### config.mk
export PLATFORM = sky130hd
export DESIGN_NAME = cipher_mask_pipe
export DESIGN_NICKNAME = d
export VERILOG_FILES = /design/src/rtl/cipher_pkg.sv /design/src/rtl/cipher_mask_gen.sv /design/src/rtl/cipher_mask_pipe.sv
export SDC_FILE = /design/constraint.sdc
export NUM_CORES = 1
export LEC_CHECK = 0
export BUFFER_PORTS_ARGS = -buffer_cell sky130_fd_sc_hd__buf_4
export CELL_PAD_IN_SITES_DETAIL_PLACEMENT = 1
export CELL_PAD_IN_SITES_GLOBAL_PLACEMENT = 1
export CORE_MARGIN = 1
export CORE_UTILIZATION = 44
export CTS_CLUSTER_DIAMETER = 40
export DETAILED_ROUTE_END_ITERATION = 10
export PLACE_DENSITY_LB_ADDON = 0.1
export SLEW_MARGIN = 5
export SYNTH_ARGS = -nofsm -noshare
export SYNTH_HDL_FRONTEND = slang
export SYNTH_SLANG_ARGS = --single-unit
### constraint.sdc
create_clock -name Clk -period 3.45 [get_ports Clk]
set_input_delay 0.69 -clock Clk [delete_from_list [all_inputs] [get_ports Clk]]
set_output_delay 0.69 -clock Clk [all_outputs]
set_load 0.1 [all_outputs]
### src/rtl/cipher_pkg.sv
// Shared constants and sizing helpers for the key-mask cipher pipeline.
package cipher_pkg;
    localparam logic MODE_DEC = 1'b0;
    localparam logic MODE_ENC = 1'b1;

    function automatic int nseg(input int data_w, input int key_w);
        return (data_w + key_w - 1) / key_w;
    endfunction

    function automatic int pkt_w(input int key_w, input int data_w, input int pad_w);
        return key_w + 1 + data_w + pad_w;
    endfunction

    // Default configuration; packet is {key, guard, field, pad}, MSB first
    localparam int KEY_W_DEF   = 11;
    localparam int DATA_W_DEF  = 60;
    localparam int PAD_W_DEF   = 6;
    localparam int CNT_W_DEF   = 16;
    localparam int NSEG_DEF    = nseg(DATA_W_DEF, KEY_W_DEF);
    localparam int PKT_W_DEF   = pkt_w(KEY_W_DEF, DATA_W_DEF, PAD_W_DEF);
    localparam int FLD_LSB_DEF = PAD_W_DEF;
    localparam int GRD_BIT_DEF = PAD_W_DEF + DATA_W_DEF;
    localparam int KEY_LSB_DEF = GRD_BIT_DEF + 1;
    localparam logic [NSEG_DEF-1:0] INV_MSK_DEF = 6'b001100;
endpackage

### src/rtl/cipher_mask_gen.sv
// Combinational mask builder: the key repeated across DATA_W bits, with
// selected segments inverted and the top segment truncated.
module cipher_mask_gen
    import cipher_pkg::*;
#(
    parameter int KEY_W  = KEY_W_DEF,
    parameter int DATA_W = DATA_W_DEF,
    parameter logic [nseg(DATA_W, KEY_W)-1:0] INV_MSK = INV_MSK_DEF
) (
    input  logic [KEY_W-1:0]  key,
    output logic [DATA_W-1:0] mask
);
    for (genvar b = 0; b < DATA_W; b++) begin : g_bit
        assign mask[b] = key[b % KEY_W] ^ INV_MSK[b / KEY_W];
    end
endmodule

### src/rtl/cipher_mask_pipe.sv
// Two-stage valid/ready key-mask cipher: S1 captures and builds the mask,
// S2 adds (encrypt) or subtracts (decrypt) and holds the result for the sink.
module cipher_mask_pipe
    import cipher_pkg::*;
#(
    parameter int KEY_W  = KEY_W_DEF,
    parameter int DATA_W = DATA_W_DEF,
    parameter int PAD_W  = PAD_W_DEF,
    parameter logic [nseg(DATA_W, KEY_W)-1:0] INV_MSK = INV_MSK_DEF,
    parameter int CNT_W  = CNT_W_DEF,
    localparam int PKT_W = pkt_w(KEY_W, DATA_W, PAD_W)
) (
    input  logic             Clk,
    input  logic             Rst_n,
    input  logic             in_valid,
    output logic             in_ready,
    input  logic             in_mode,
    input  logic [PKT_W-1:0] in_data,
    output logic             out_valid,
    input  logic             out_ready,
    output logic             out_mode,
    output logic [PKT_W-1:0] out_data,
    output logic             out_err,
    output logic [CNT_W-1:0] pkt_cnt,
    output logic [CNT_W-1:0] err_cnt
);
    localparam int FLD_LSB = PAD_W;
    localparam int GRD_BIT = PAD_W + DATA_W;
    localparam int KEY_LSB = GRD_BIT + 1;

    logic              live;
    logic              s1_v, s2_v;
    logic [KEY_W-1:0]  s1_key;
    logic              s1_mode, s1_guard;
    logic [DATA_W-1:0] s1_field, s1_mask, mask;
    logic              s1_adv, s2_adv, in_fire, out_fire;
    logic [DATA_W:0]   r_dec, r_enc;
    logic [PKT_W-1:0]  s2_data_nxt;
    logic              s2_err_nxt;
    logic              unused_pad;

    assign unused_pad = ^in_data[PAD_W-1:0];

    // live keeps in_ready low until the first edge after reset release
    assign s2_adv    = !s2_v || out_ready;
    assign s1_adv    = !s1_v || s2_adv;
    assign in_ready  = live && s1_adv;
    assign in_fire   = in_valid && in_ready;
    assign out_valid = s2_v;
    assign out_fire  = s2_v && out_ready;

    cipher_mask_gen #(
        .KEY_W  (KEY_W),
        .DATA_W (DATA_W),
        .INV_MSK(INV_MSK)
    ) u_mask (
        .key (in_data[KEY_LSB +: KEY_W]),
        .mask(mask)
    );

    assign r_dec       = {s1_guard, s1_field} - {1'b0, s1_mask};
    assign r_enc       = {1'b0, s1_field} + {1'b0, s1_mask};
    assign s2_data_nxt = (s1_mode == MODE_ENC) ? {s1_key, r_enc, {PAD_W{1'b0}}}
                                               : {{(PKT_W-DATA_W){1'b0}}, r_dec[DATA_W-1:0]};
    assign s2_err_nxt  = (s1_mode == MODE_DEC) && r_dec[DATA_W];

    always_ff @(posedge Clk or negedge Rst_n) begin
        if (!Rst_n) begin
            live     <= 1'b0;
            s1_v     <= 1'b0;
            s2_v     <= 1'b0;
            s1_key   <= '0;
            s1_mode  <= 1'b0;
            s1_guard <= 1'b0;
            s1_field <= '0;
            s1_mask  <= '0;
            out_mode <= 1'b0;
            out_data <= '0;
            out_err  <= 1'b0;
            pkt_cnt  <= '0;
            err_cnt  <= '0;
        end else begin
            live <= 1'b1;
            if (s1_adv) begin
                s1_v <= in_fire;
                if (in_fire) begin
                    s1_key   <= in_data[KEY_LSB +: KEY_W];
                    s1_mode  <= in_mode;
                    s1_guard <= in_data[GRD_BIT];
                    s1_field <= in_data[FLD_LSB +: DATA_W];
                    s1_mask  <= mask;
                end
            end
            if (s2_adv) begin
                s2_v <= s1_v;
                if (s1_v) begin
                    out_mode <= s1_mode;
                    out_data <= s2_data_nxt;
                    out_err  <= s2_err_nxt;
                end
            end
            if (out_fire) begin
                pkt_cnt <= pkt_cnt + CNT_W'(1);
                if (out_err && (err_cnt != {CNT_W{1'b1}}))
                    err_cnt <= err_cnt + CNT_W'(1);
            end
        end
    end
endmodule
## Yosys cells after proc, flatten, opt, wreduce, memory -nomap -nowiden

Index checks and enable logic that the tools add are counted.
W data, S select, Z words.

- Bits in registers: 248
- Input bits: 83
- Output and inout port bits: 114
- Logic and storage cells: 43

- $add $sub $neg: 4
- Eq/ne operators: 1
- Mux-type cells: 1
- Bitwise logic cells: 12
- Reductions and logical operators: 12

Operators with widths:

| operator | number |
|---|---|
| $mux W78 | 1 |
| $add A60 B60 Y61 | 1 |
| $sub A61 B60 Y61 | 1 |
| $add A16 B1 Y16 const B | 2 |
| $ne A16 B16 Y1 const B | 1 |
| $not A1 Y1 | 12 |
| $reduce_and A2 Y1 | 3 |
| $logic_and A1 B1 Y1 | 5 |
| $logic_not A1 Y1 | 2 |
| $logic_or A1 B1 Y1 | 2 |

## Logic depth before layout (Yosys ltp)

Gate-level depths: netlist of run 1.

- Depth in word-level cells: 6
- Gate-level depth with buffers: 15
- Depth with buffers taken out: 15

## Cells and area by module

Synthesis of run 1 repeated with hierarchy kept, for this count alone.

- Cell total of the unflattened synthesis: 1,964
- Area, all modules: 17,601.9 µm²

By module, submodules not included:

| module | times used | cells each | area an instance (µm²) | seq. area each (µm²) |
|---|---|---|---|---|
| cipher_mask_pipe | 1 | 1,904 | 17,192.7 | 6,206.0 |
| cipher_mask_gen | 1 | 60 | 409.1 | 0.0 |

## Worst setup path before layout of run 1

OpenSTA, ideal clock, no wires.

- Path type: register to register
- From: reg s1_key[2] (netlist name)
- To: reg out_data[52]
- Library setup time: 0.082 ns
- Arrival: 3.059 ns
- Data required time: 3.368 ns
- Setup slack: 0.309 ns
- Cell stages (with the launch flop): 15
- Period minus slack after synthesis: 3.141 ns
- Path through: dfrtp_1 -> inv_1 -> ha_1 -> buf_2 -> nor2b_1 -> o221ai_1 -> a2111oi_2 -> o311ai_1 -> o311ai_1 -> a31oi_1 -> o31a_1 -> o41ai_2 -> nor2_1 -> xnor2_1 -> a31oi_1

RTL lines:

| item | line | RTL |
|---|---|---|
| end signal, assigned | cipher_mask_pipe.sv:98 | `out_data <= s2_data_nxt;` |
| end, declared | cipher_mask_pipe.sv:22 | `output logic [PKT_W-1:0] out_data,` |

==> results.ini, run 1 <==
[run_status]
status = complete, but fails checks
violations = setup timing

[detailed_routing]
detailroute.wirelength.met3_mm = 5.38
drt_first_pass_iters = 5
routed_wl_mm = 70.5
antenna_left = 0
via_count = 16884
wire_per_inst_microns = 25.2
top_layer = met5
drc_errors = 0
route.met2.wl_mm = 32.9
met1_length_mm = 29.3
avgViaCountPerCell = 6.04
first_iter_violations = 1656

[clock_network]
clock-sinks = 199
clk_pin_slew_ns = 0.08
clockBufferDepth = 2
cts_hold_buf = 0
root_buffer = clkbuf_16
htree_levels = 4
clk_latency_ns = 0.48
numCtsBuffers = 17
cts_tree = yes

[run]
cap_viol_max_count = 0

[placement]
gp_congestion = 0.983
io_buffers = 190
dp_hpwl_mm = 52.4
dp_slack_ns = -0.393
placed_cells = 2745

[yosys]
syn-num-nets = 2052
synthFlopType = dfrtp_1
seq_area_frac_synth_pct = 33.7
synthesis.area_sq_um = 14800
synth_top_area_share_pct = 33.7
yosys_register_bits = 199
netlist-cell-type-count = 80
synthesis.instances = 1845
netlist_top_cells_area = dfrtp_1 34%, ha_1 10%, nand2_1 9.0%, xnor2_1 7.2%, a21oi_1 6.5%
synth_enable_flop_cells = 0
async_flop_share_pct = 100
yosysTopAreaCell = dfrtp_1
avgSynthCellArea_sq_um = 8.02
yosys_warnings = 0

[cells_and_area]
final_common_cell = buf_4
drive_gt1_share_pct = 33.2
fill_cells = 3958
layout_common_cells = 564 x buf_4, 350 x nand2_1, 197 x dfrtp_1, 170 x a21oi_1, 128 x nor2_1
syn2layout_area_growth_pct = 39.9
nets = 2546
instances_no_fill = 2794

[pwr]
peakVddDrop_uv = 563
finalPower_w = 0.0173
leakage_nw = 9.91
power_density_nw_per_um2 = 836

[timing]
rsz0062_at_grt = true
final.period_utilization_pct = 104
skew_ns = 0.0171
report.final.setup_viol = 17
max_slew.worst_pin.slew_ns = 0.883
fin_ws_ns = -0.142
max_slew_margin_pct = 41.1
min_period_ns = 3.59
fmax_mhz = 278
slew_viol_final = 0
hold_violations = 0

[setup_path]
critPathMaxStageDelay_ns = 0.49
worst_path_most_repeated_cell = buf_4
cp_max_fo = 4
start_kind = register
rrSetupSlack_ns = -0.14
cp.required_ns = 3.79
path_cells = inv_4, ha_1, nor2_2, o221ai_4, buf_4, a21o_1, a21oi_4, nand2_2, a2111oi_4, o2111ai_2, a211oi_2, buf_4, nand2b_4, xor2_2, o211ai_1
crit_family = compound AO/OA/AOI/OAI gates
crit_slowest_cell = a2111oi_4
arrival_ns = 3.93
cp-end-kind = register
path_class = register to register
path_buf_inv = 3

[global_route]
grt_max_degree = 72
grt_pass1_wl_mm = 102
antenna_found_initial = 2
grt_usage_pct = 40.0
gr-total-overflow = 0
grt_pass1_vias = 17392

[floorplan]
start_util_pct = 45.1
chipWidth_microns = 185
dieHeight_microns = 185
coreArea_sq_um = 32800
rows = 66
die_area_sq_um = 34400
pin_count = 197

[hold_path]
min_path_type = primary input to async pin

[worst paths after layout]
path | start | to | cells after the start
hold / removal | Rst_n | s1_field[24]$_DFFE_PN0P_ | 1
max in group asynchronous | Rst_n | s1_field[1]$_DFFE_PN0P_ | 2
min in group Clk | in_data[73] | s1_mask[39]$_DFFE_PN0P_ | 2
setup reg to reg | s1_key[5]$_DFFE_PN0P_ | out_data[58]$_DFFE_PN0P_ | 15
setup / recovery | s1_key[5]$_DFFE_PN0P_ | out_data[58]$_DFFE_PN0P_ | 15
hold reg to reg | pkt_cnt[15]$_DFFE_PN0P_ | pkt_cnt[15]$_DFFE_PN0P_ | 1
[state kept, by name, summed over array words and instances, names as in the netlist]
name	flops
out_valid	1
err_cnt	16
s1_mode	1
s1_v	1
s1_guard	1
s1_field	60
s1_mask	12
out_err	1
pkt_cnt	16
live	1
s1_key	10
out_mode	1
out_data	78
[cells in the mapped netlist (19+ instances only)]
master,instances
nor3_1,30
nand4_1,24
nand3_1,30
xnor2_1,122
a21o_1,25
o31ai_1,47
nand2_1,355
o21ai_0,107
a21oi_1,191
buf_2,28
o21bai_1,36
clkbuf_1,63
o21ai_1,19
nor2_1,135
inv_1,75
dfrtp_1,199
ha_1,122
[kinds of logic after synthesis]
logic type | after synthesis | share of synthesized area, %
compound gates | 533 | 22.7
flops | 199 | 33.7
xor+xnor | 136 | 8.05
simple gates | 657 | 19.3
other cells | 1 | 0.0253
buf+inv | 187 | 5.12
mux | 8 | 0.575
fa+ha+maj | 124 | 10.6
[metrics by stage]
step	utilization (%)	instance area, sq um	hold slack, ns	setup TNS, ns
after floorplan	-	14800	0.394	0
after global placement	58.5	19200	0.461	-2.84
after detailed placement	58.5	19200	0.471	-6.32
after CTS	61.7	20200	0.229	-0.0964
after global routing	63.2	20700	0.255	-3.16
final	63.2	20700	0.197	-1.15
[what timing repair did]
item | CTS | global route
pin swaps | 12 | 28
resized for setup | 92 | 98
setup buffers | 6 | 12
setup endpoints to repair | 36 | 37
[per-layer routing]
metal,track usage (%),up-vias
li1,-,7384
met1,52.0,8450
met2,64.8,838
met3,8.02,210
met4,16.0,2
met5,0,-
[power breakdown]
part           switching, W  internal [W]
logic               0.00797       0.00379
clock network       0.00107       0.00106
registers          0.000502       0.00292
total               0.00955       0.00777
[final cells by class]
cell class	count	area (sq um)	share of cell area [%]
antenna	1	2.50	0.0121
clock buffer	20	457	2.21
clock inverter	11	131	0.634
inverter	87	337	1.63
multi-input combinational	1459	9820	47.4
sequential	199	4980	24.1
tap	442	553	2.67
timing repair buffer	575	4420	21.4
No activity file was read; power rests on OpenSTA's default activity.
==> run 2: changes to the inputs <==
Settings changed: CORE_UTILIZATION 44 to 40.
Clock period 3.45 ns to 3.07 ns, I/O delays scaled along.
==> results.ini, run 2 (synthesized netlist as in run 1, its figures left out) <==
[cells_and_area]
top_register = out_data
final_common_cell = buf_4
fill_cells = 4271
largest_register_ffs = 78
antenna-diode-count = 0
reg.largest.list = out_data x78, s1_field x60
drive_gt1_share_pct = 42.1
nets = 2679
syn2layout_area_growth_pct = 55.5
layout_common_cells = 670 x buf_4, 343 x nand2_1, 195 x dfrtp_1, 139 x a21oi_1, 126 x nor2_1

[detailed_routing]
antenna_left = 0
routed_wl_mm = 73.6
drt_first_pass_iters = 6
avgViaCountPerCell = 5.82
wire_per_inst_microns = 24.9
via_count = 17197
first_iter_violations = 1253
drc_errors = 0

[timing]
final.period_utilization_pct = 114
report.final.setup_viol = 44
skew_ns = 0.0240
fmax_mhz = 286
fin_ws_ns = -0.426
max_slew_margin_pct = 53.6
tns_ns = -8.15
min_period_ns = 3.50
max_slew.worst_pin.slew_ns = 0.691
slew_viol_final = 0
rsz0062_at_grt = true
hold_violations = 0

[placement]
gp_congestion = 0.991
io_buffers = 190
dp_hpwl_mm = 53.7

[global_route]
gr-total-overflow = 0
grt_pass1_vias = 17732
grt_pass1_wl_mm = 106
antenna_found_initial = 0
grt_usage_pct = 37.0
grt_max_degree = 78

[setup_path]
cp-end-kind = register
reg2regPathDepth = 16
rrSetupSlack_ns = -0.43
worstSetupStartpoint = s1_key[0]$_DFFE_PN0P_
reg2reg_from = s1_key[0]$_DFFE_PN0P_
path_class = register to register
start_kind = register
cp_max_fo = 4
cp.required_ns = 3.48
arrival_ns = 3.90
r2r_end = out_data[48]$_DFFE_PN0P_
critPathCapture = out_data[48]$_DFFE_PN0P_

[pwr]
peakVddDrop_uv = 813
finalPower_w = 0.0209
leakage_nw = 10.8
power_density_nw_per_um2 = 907

[clock_network]
clk_latency_ns = 0.48
clockBufferDepth = 2
clock-sinks = 199
clk_pin_slew_ns = 0.09
cts_tree = yes
root_buffer = clkbuf_16
cts_hold_buf = 0
htree_levels = 4
numCtsBuffers = 17

[floorplan]
dieHeight_microns = 194
start_util_pct = 40.5
coreArea_sq_um = 36500
die_area_sq_um = 37800
rows = 70
chipWidth_microns = 194
pin_count = 197

[run_status]
violations = setup timing
status = complete, but fails checks

[run]
cap_viol_max_count = 0

[hold_path]
min_path_type = primary input to async pin

run 2: changes by cell type in the layout (fill, tap and decap cells not counted), sizes merged:
cell and change:
diode -1, bufinv +1, clkinv -1, buf +133, clkinvlp +2, inv +1
clkbuf -2
run 2: routing by layer:
layer	wire length (microns)	GRT usage [%]	vias to the layer above
li1	-	-	7651
met1	32100	50.8	8744
met2	34900	60.6	654
met3	4430	4.69	148
met4	2200	11.5	0
met5	0	0	-
run 2: critical path, cell delays in order, from the launching register on:
cell and delay, ns:
dfrtp_2 0.48, buf_6 0.13, ha_4 0.13, inv_2 0.03, fa_2 0.38, a211oi_4 0.30, o21ai_2 0.15, a31oi_1 0.27
o21ai_2 0.13, a22oi_2 0.33, a2111oi_4 0.12, buf_4 0.16, nor4b_2 0.24, a211o_1 0.19, xnor2_1 0.14, nand2_1 0.09
a21oi_2 0.14
run 2: power breakdown:
part / switching, W / internal (W)
registers: 0.000586 / 0.00328
logic: 0.00943 / 0.00510
clock network: 0.00123 / 0.00124
total: 0.0112 / 0.00962
run 2: what timing repair did:
item / in CTS / in global routing
pin swaps: 55 / 99
gates resized for setup: 221 / 185
cloned: 0 / 0
endpoints found under the setup margin: 49 / 47
buffers inserted: 33 / 24
run 2: worst min path at each step:
stage	startpoint	to	slack [ns]	cells after the start
floorplan	Rst_n	err_cnt[0]$_DFFE_PN0P_	0.32	0
global placement	out_data[8]$_DFFE_PN0P_	out_data[8]$_DFFE_PN0P_	0.46	2
detailed placement	pkt_cnt[15]$_DFFE_PN0P_	pkt_cnt[15]$_DFFE_PN0P_	0.47	1
CTS	Rst_n	out_data[25]$_DFFE_PN0P_	0.16	1
global route	Rst_n	out_data[26]$_DFFE_PN0P_	0.18	1
finish	Rst_n	out_data[25]$_DFFE_PN0P_	0.13	1
run 2: metrics by stage:
stage | area, sq um | instances | hold WS, ns | utilization [%] | worst slack, ns
floorplan | 14900 | 1845 | 0.318 | - | -0.0542
global placement | 20000 | 2868 | 0.462 | 54.9 | -0.919
detailed placement | 20000 | 2868 | 0.468 | 54.9 | -0.906
CTS | 22000 | 2933 | 0.164 | 60.2 | -0.301
global route | 23000 | 2953 | 0.179 | 63.0 | -0.457
finish | 23000 | 2953 | 0.132 | 63.0 | -0.426
run 2: area by class of cell:
class                   instances  area, sq um  share of cell area (%)
clock inverters                14          181                   0.788
well taps                     468          586                    2.54
clock buffers                  18          429                    1.86
repair buffers                708         5560                    24.1
inverters                      87          352                    1.53
multi-input cells            1459        10900                    47.5
flip-flops and latches        199         4980                    21.7
